$ cat config.mk
export PLATFORM = sky130hd
export DESIGN_NAME = boxcar_decimator
export DESIGN_NICKNAME = d
export VERILOG_FILES = /design/src/rtl/boxcar_decimator.sv
export SDC_FILE = /design/constraint.sdc
export NUM_CORES = 1
export LEC_CHECK = 0
export CAP_MARGIN = 10
export CORE_ASPECT_RATIO = 0.5
export CORE_UTILIZATION = 30
export CTS_CLUSTER_DIAMETER = 200
export DETAILED_ROUTE_END_ITERATION = 16
export SLEW_MARGIN = 0
export SYNTH_ARGS = -nofsm -noshare
export SYNTH_HDL_FRONTEND = slang
export SYNTH_SLANG_ARGS = --single-unit
export TNS_END_PERCENT = 100
$ cat constraint.sdc
create_clock -name clk -period 13.95 [get_ports clk]
set_input_delay 3.4875 -clock clk [delete_from_list [all_inputs] [get_ports clk]]
set_output_delay 3.4875 -clock clk [all_outputs]
set_load 0.01 [all_outputs]
$ cat src/rtl/boxcar_decimator.sv
// Signed boxcar accumulate-and-decimate: sums N valid samples, rounds and shifts the block
// sum, then saturates to OWIDTH with a sticky overflow flag. No back-pressure.
module boxcar_decimator #(
    parameter int IWIDTH    = 16,
    parameter int OWIDTH    = 16,
    parameter int LOG2_MAXN = 10,
    parameter int SHIFTW    = 5
) (
    input  logic                 clk,
    input  logic                 rst_n,
    input  logic                 inValid,
    input  logic [IWIDTH-1:0]    inData,
    input  logic [LOG2_MAXN-1:0] decimation,
    input  logic [SHIFTW-1:0]    shift,
    input  logic                 resync,
    input  logic                 clearOverflow,
    output logic                 outValid,
    output logic [OWIDTH-1:0]    outData,
    output logic                 overflow
);
    // Handshake: inValid qualifies inData for one cycle and is always accepted;
    // outValid is a single-cycle strobe and outData holds until the next strobe.

    localparam int AWIDTH = IWIDTH + LOG2_MAXN;
    localparam int RWIDTH = AWIDTH + 1;
    localparam int SMAX   = AWIDTH - 1;
    localparam logic signed [RWIDTH-1:0] OMAX = {{(RWIDTH-OWIDTH+1){1'b0}}, {(OWIDTH-1){1'b1}}};
    localparam logic signed [RWIDTH-1:0] OMIN = {{(RWIDTH-OWIDTH+1){1'b1}}, {(OWIDTH-1){1'b0}}};

    // stage 0: accumulate
    logic signed [AWIDTH-1:0] acc;
    logic [LOG2_MAXN-1:0]     count;
    logic [LOG2_MAXN-1:0]     dec_lat;
    logic [SHIFTW-1:0]        shift_lat;
    logic signed [AWIDTH-1:0] sum;
    logic [SHIFTW-1:0]        sum_shift;
    logic                     sum_valid;

    logic signed [AWIDTH-1:0] base_acc;
    logic signed [AWIDTH-1:0] acc_sum;
    logic [LOG2_MAXN-1:0]     base_count;
    logic [LOG2_MAXN-1:0]     eff_dec;
    logic [SHIFTW-1:0]        eff_shift;
    logic                     first;

    // resync makes the current sample (if any) the first of a fresh block
    always_comb begin
        base_count = resync ? '0 : count;
        base_acc   = resync ? '0 : acc;
        first      = (base_count == '0);
        eff_dec    = first ? decimation : dec_lat;
        eff_shift  = first ? shift : shift_lat;
        acc_sum    = base_acc + {{LOG2_MAXN{inData[IWIDTH-1]}}, inData};
    end

    always_ff @(posedge clk or negedge rst_n) begin
        if (!rst_n) begin
            acc       <= '0;
            count     <= '0;
            dec_lat   <= '0;
            shift_lat <= '0;
            sum       <= '0;
            sum_shift <= '0;
            sum_valid <= 1'b0;
        end else begin
            sum_valid <= 1'b0;
            if (inValid) begin
                if (first) begin
                    dec_lat   <= decimation;
                    shift_lat <= shift;
                end
                if (base_count == eff_dec) begin
                    sum       <= acc_sum;
                    sum_shift <= eff_shift;
                    sum_valid <= 1'b1;
                    acc       <= '0;
                    count     <= '0;
                end else begin
                    acc   <= acc_sum;
                    count <= base_count + LOG2_MAXN'(1);
                end
            end else if (resync) begin
                acc   <= '0;
                count <= '0;
            end
        end
    end

    // stage 1: round half up, arithmetic shift, one guard bit
    int                       s_amt;
    logic signed [RWIDTH-1:0] sum_ext;
    logic signed [RWIDTH-1:0] rnd;
    logic signed [RWIDTH-1:0] rnd_sum;
    logic signed [RWIDTH-1:0] r_comb;
    logic signed [RWIDTH-1:0] r;
    logic                     r_valid;

    always_comb begin
        s_amt   = (int'(sum_shift) > SMAX) ? SMAX : int'(sum_shift);
        sum_ext = {sum[AWIDTH-1], sum};
        rnd     = '0;
        if (s_amt != 0) begin
            rnd = RWIDTH'(1) << (s_amt - 1);
        end
        rnd_sum = sum_ext + rnd;
        r_comb  = rnd_sum >>> s_amt;
    end

    always_ff @(posedge clk or negedge rst_n) begin
        if (!rst_n) begin
            r       <= '0;
            r_valid <= 1'b0;
        end else begin
            r_valid <= sum_valid;
            if (sum_valid) begin
                r <= r_comb;
            end
        end
    end

    // stage 2: clamp to OWIDTH, keeping the sign
    logic [OWIDTH-1:0] sat_comb;
    logic              ovf_comb;
    logic [OWIDTH-1:0] sat_data;
    logic              sat_ovf;
    logic              sat_valid;

    always_comb begin
        sat_comb = r[OWIDTH-1:0];
        ovf_comb = 1'b0;
        if (r > OMAX) begin
            sat_comb = OMAX[OWIDTH-1:0];
            ovf_comb = 1'b1;
        end else if (r < OMIN) begin
            sat_comb = OMIN[OWIDTH-1:0];
            ovf_comb = 1'b1;
        end
    end

    always_ff @(posedge clk or negedge rst_n) begin
        if (!rst_n) begin
            sat_data  <= '0;
            sat_ovf   <= 1'b0;
            sat_valid <= 1'b0;
        end else begin
            sat_valid <= r_valid;
            if (r_valid) begin
                sat_data <= sat_comb;
                sat_ovf  <= ovf_comb;
            end
        end
    end

    // output register; a saturation event wins over a same-cycle clear
    always_ff @(posedge clk or negedge rst_n) begin
        if (!rst_n) begin
            outValid <= 1'b0;
            outData  <= '0;
            overflow <= 1'b0;
        end else begin
            outValid <= sat_valid;
            if (sat_valid) begin
                outData <= sat_data;
            end
            if (sat_valid && sat_ovf) begin
                overflow <= 1'b1;
            end else if (clearOverflow) begin
                overflow <= 1'b0;
            end
        end
    end

endmodule

==> summary.txt <==
Timing
  • Final setup viols: 0
  • Fmax: ~0.12 GHz
  • Unrepaired setup endpoints after global routing: no
  • Period utilization: around 60%
  • Max Clock Skew: around 0.011 ns
  • Pins Over Slew Limit: 0
  • Rel. slew slack: between 30% and 40%
  • Worst Tran Pin Value: 0.908 ns
  • Fin Setup TNS: 0 ns
  • Final Hold Viols: 0
  • Minimum clock period: 8.37 ns

CTS
  • Depth of the CTS H-tree: 4
  • Clk_lat worst skew: approximately 0.43 ns
  • CTS tree: built
  • # hold bufs at CTS: 0
  • Worst-path clk slew: 0.06 ns
  • Post-CTS setup buffers: 0
  • CTS Buffer Depth: 2
  • CTS Buf Count: 17
  • Resize count post-CTS: 0
  • CTS sink count: roughly 150
  • Root Buffer: clkbuf_16

Synth
  • Synth area leaders: dfrtp_1 (33%), ha_1 (6.1%), mux2_2 (5.1%), nor2_1 (4.3%), nand2_1 (3.9%)
  • Post-synthesis compound-gate area fraction: 23.0%
  • Top cell type's share of synthesized area: between 30% and 40%
  • Simple-gate share of the synthesized area: between 10% and 20%
  • Cells after Synth: between 1000 and 1500
  • Netlist cell types: 95
  • Largest family of logic cells by synthesized area: compound AO/OA/AOI/OAI gates
  • Post-synthesis sequential area ratio: between 30% and 40%
  • Synthesized flop and latch total: 147
  • Synthesized Nets: 1381
  • Mapped Avg Cell Area: slightly below 9 um^2
  • EDFF count, synth: 0
  • Mux share of post-synthesis cell area: 9.82%
  • Async set-reset flop share out of synthesis: 100%
  • Synth Flop Type: dfrtp_1
  • Yosys warns: 0
  • Synth area leader: dfrtp_1
  • Adder-cell share of the synthesized area: under 10%
  • Synth Area in XOR/XNOR: about 4%
  • Post-Syn Area: 11200 um^2

Flow run
  • Max cap viols: 0

Place
  • DP HPWL: approximately 23000 um
  • Dpl cells: 1771
  • IO buf count: 53
  • GPL Wtd Cong: roughly 0.93
  • Placed Instance Area: between 10000 and 15000 um^2

Hold path
  • Hold Path Stages: 2
  • Hold/Removal Path Class: reg -> reg

Die
  • Io pins: between 50 and 60
  • FP Rows: 49
  • Die Wd: about 280 um
  • Total die area: 38200 um^2
  • CORE AREA: roughly 36000 um^2
  • Die height: roughly 140 um
  • Starting density of the core: between 30% and 40%

Status
  • Outcome: complete, no violations

Global route
  • Vias in the first global route: ~9000
  • Total grt overflow: 0
  • All-Layer GR Usage: 16.2%
  • Initial antenna violation count: 0
  • First-pass GRT wire length: ~50000 um
  • Largest net degree at the start of global routing: 85

Worst setup path
  • CP max FO: 37
  • Worst r2r path cells: 21
  • Worst EP arrival: about 8.7 ns
  • Largest delay share family, worst path: simple AND/OR/NAND/NOR gates
  • Logic depth of the worst setup path including buffers: 13
  • Cell mode on critical path: mux2_2
  • Setup crit end kind: flop
  • Slowest stage delay, CP: around 0.8 ns
  • Crit path cell chain: clkdlybuf4s50_1, buf_4, inv_1, nand2_1, ha_1, and2_1, mux2_2, o31a_1, a2111oi_2, nand4_2, or2_1, inv_6, mux2_2
  • CP Launch Type: input pin
  • Crit Path Class: in -> reg
  • CP Data Required Time: around 14 ns
  • Crit path buf inv count: 4
  • Slowest stage cell on the critical path: or2_1
  • Worst R2R Setup Slack: between 7 and 8 ns

Drt
  • Via count: approximately 9600
  • Post-route DRC: 0
  • Avg Vias per Cell: approximately 5.3
  • Drt total wl: 30300 um
  • First drt pass iteration count: 5
  • Antenna Violating Nets Remaining: 0
  • Routed len/inst: between 15 and 20 um
  • Initial drt markers: a little over 900

Cells and area
  • Layout Cells excl Fill: about 1800
  • Core Util, Final: a little over a third
  • Final instance area: 12700 um^2
  • Antenna Cells: 0
  • Layout cells sized above 1: 10.3%
  • Register area: 3680 um^2
  • Multi-input logic area: ~7000 um^2
  • Final nets: approximately 1400
  • Layout fillers: between 3000 and 4000
  • Synth-to-Final Area Change: 13.6%

Power
  • Final Total Pwr: 1370 uW
  • P_leak: between 0.005 and 0.006 uW
  • Pwr Density: around 110 nW/um^2
  • Worst vdd ir: between 80 and 90 uV
[per-layer routing]
metal  vias to the layer above  wire length [um]  track usage, %
met3                        52              1270            3.13
met4                         0               662            4.91
met2                       229             12900            23.4
met1                      4590             15500            24.0
li1                       4734                 -               -
met5                         -                 0               0
[Yosys cell counts (10+ instances only)]
library cell	number
nand3_1	29
o211ai_1	12
xnor2_1	30
o21ai_0	58
nand2b_1	16
nand2_1	115
and3_1	22
a31oi_1	15
nor3_1	35
mux2_2	51
nor2_1	129
mux2_1	10
xor2_1	19
a21o_1	42
ha_1	55
inv_1	50
dfrtp_1	147
o21a_1	13
nand4_1	16
o2bb2ai_1	14
o22ai_1	22
mux2i_1	36
a21oi_1	77
nor2b_1	30
a211oi_1	15
clkbuf_1	55
[logic make-up after synthesis]
logic type	after synthesis
buffers and inverters	124
DFF	147
AOI/OAI and AO/OA	367
and+or+nand+nor	443
muxes	100
xor gates and xnor gates	50
adders and majority gates	57
[through the flow]
| stage | setup slack, ns | hold WS, ns |
|---|---|---|
| finish | 5.58 | 0.483 |
| global route | 5.14 | 0.505 |
| CTS | 5.51 | 0.488 |
| detailed placement | 5.05 | 0.473 |
| global placement | 5.15 | 0.468 |
| floorplan | 6.96 | 0.352 |
[tightest hold or removal path: stages (launching register included)]
cell and delay (ns):
dfrtp_1 0.34, nand2_1 0.05, o21ai_0 0.06
[placed cells by master, fill, tap and decap left out, drive strengths merged, types with 13 or more instances in the layout]
cell type	n
a21oi	77
buf	18
xor2	19
a31oi	16
o21a	13
o21ai	61
nand3	29
clkbuf	21
nor2	129
nor2b	30
inv	52
xnor2	31
mux2i	37
mux2	63
a211oi	15
o22ai	22
nor3	35
a21o	43
and3	22
o2bb2ai	14
nand2b	16
clkdlybuf4s50	52
dfrtp	147
ha	55
nand2	115
nand4	17
[final timing paths]
path,start,to
setup / recovery,resync,sum[5]
hold / removal,sat_ovf,overflow
setup reg to reg,sum_shift[2],r[5]
hold reg to reg,sat_ovf,overflow
max in group asynchronous,rst_n,sum_shift[2]
min in group asynchronous,rst_n,overflow
[flip-flops by register name, indices dropped and copies added (netlist names)]
signal / cells
outValid: 1
sat_valid: 1
sat_data: 16
count: 10
r: 27
sum: 26
sum_shift: 5
shift_lat: 5
dec_lat: 10
acc: 26
sat_ovf: 1
overflow: 1
sum_valid: 1
outData: 16
r_valid: 1
[power by group]
| group | internal (uW) | switching, uW | total [uW] |
|---|---|---|---|
| Sequential | 473 | 23.5 | 496 |
| Clock | 260 | 179 | 439 |
| Combinational | 173 | 263 | 435 |
[layout make-up]
| cell class | count | area share [%] |
|---|---|---|
| clock inverter | 11 | 0.816 |
| inverter | 53 | 1.60 |
| timing repair buffer | 70 | 5.18 |
| multi-input combinational | 1017 | 55.0 |
| clock buffer | 21 | 3.70 |
| tap | 484 | 4.76 |
| sequential | 147 | 28.9 |
Note: power is estimated with default switching activity, not from simulation.
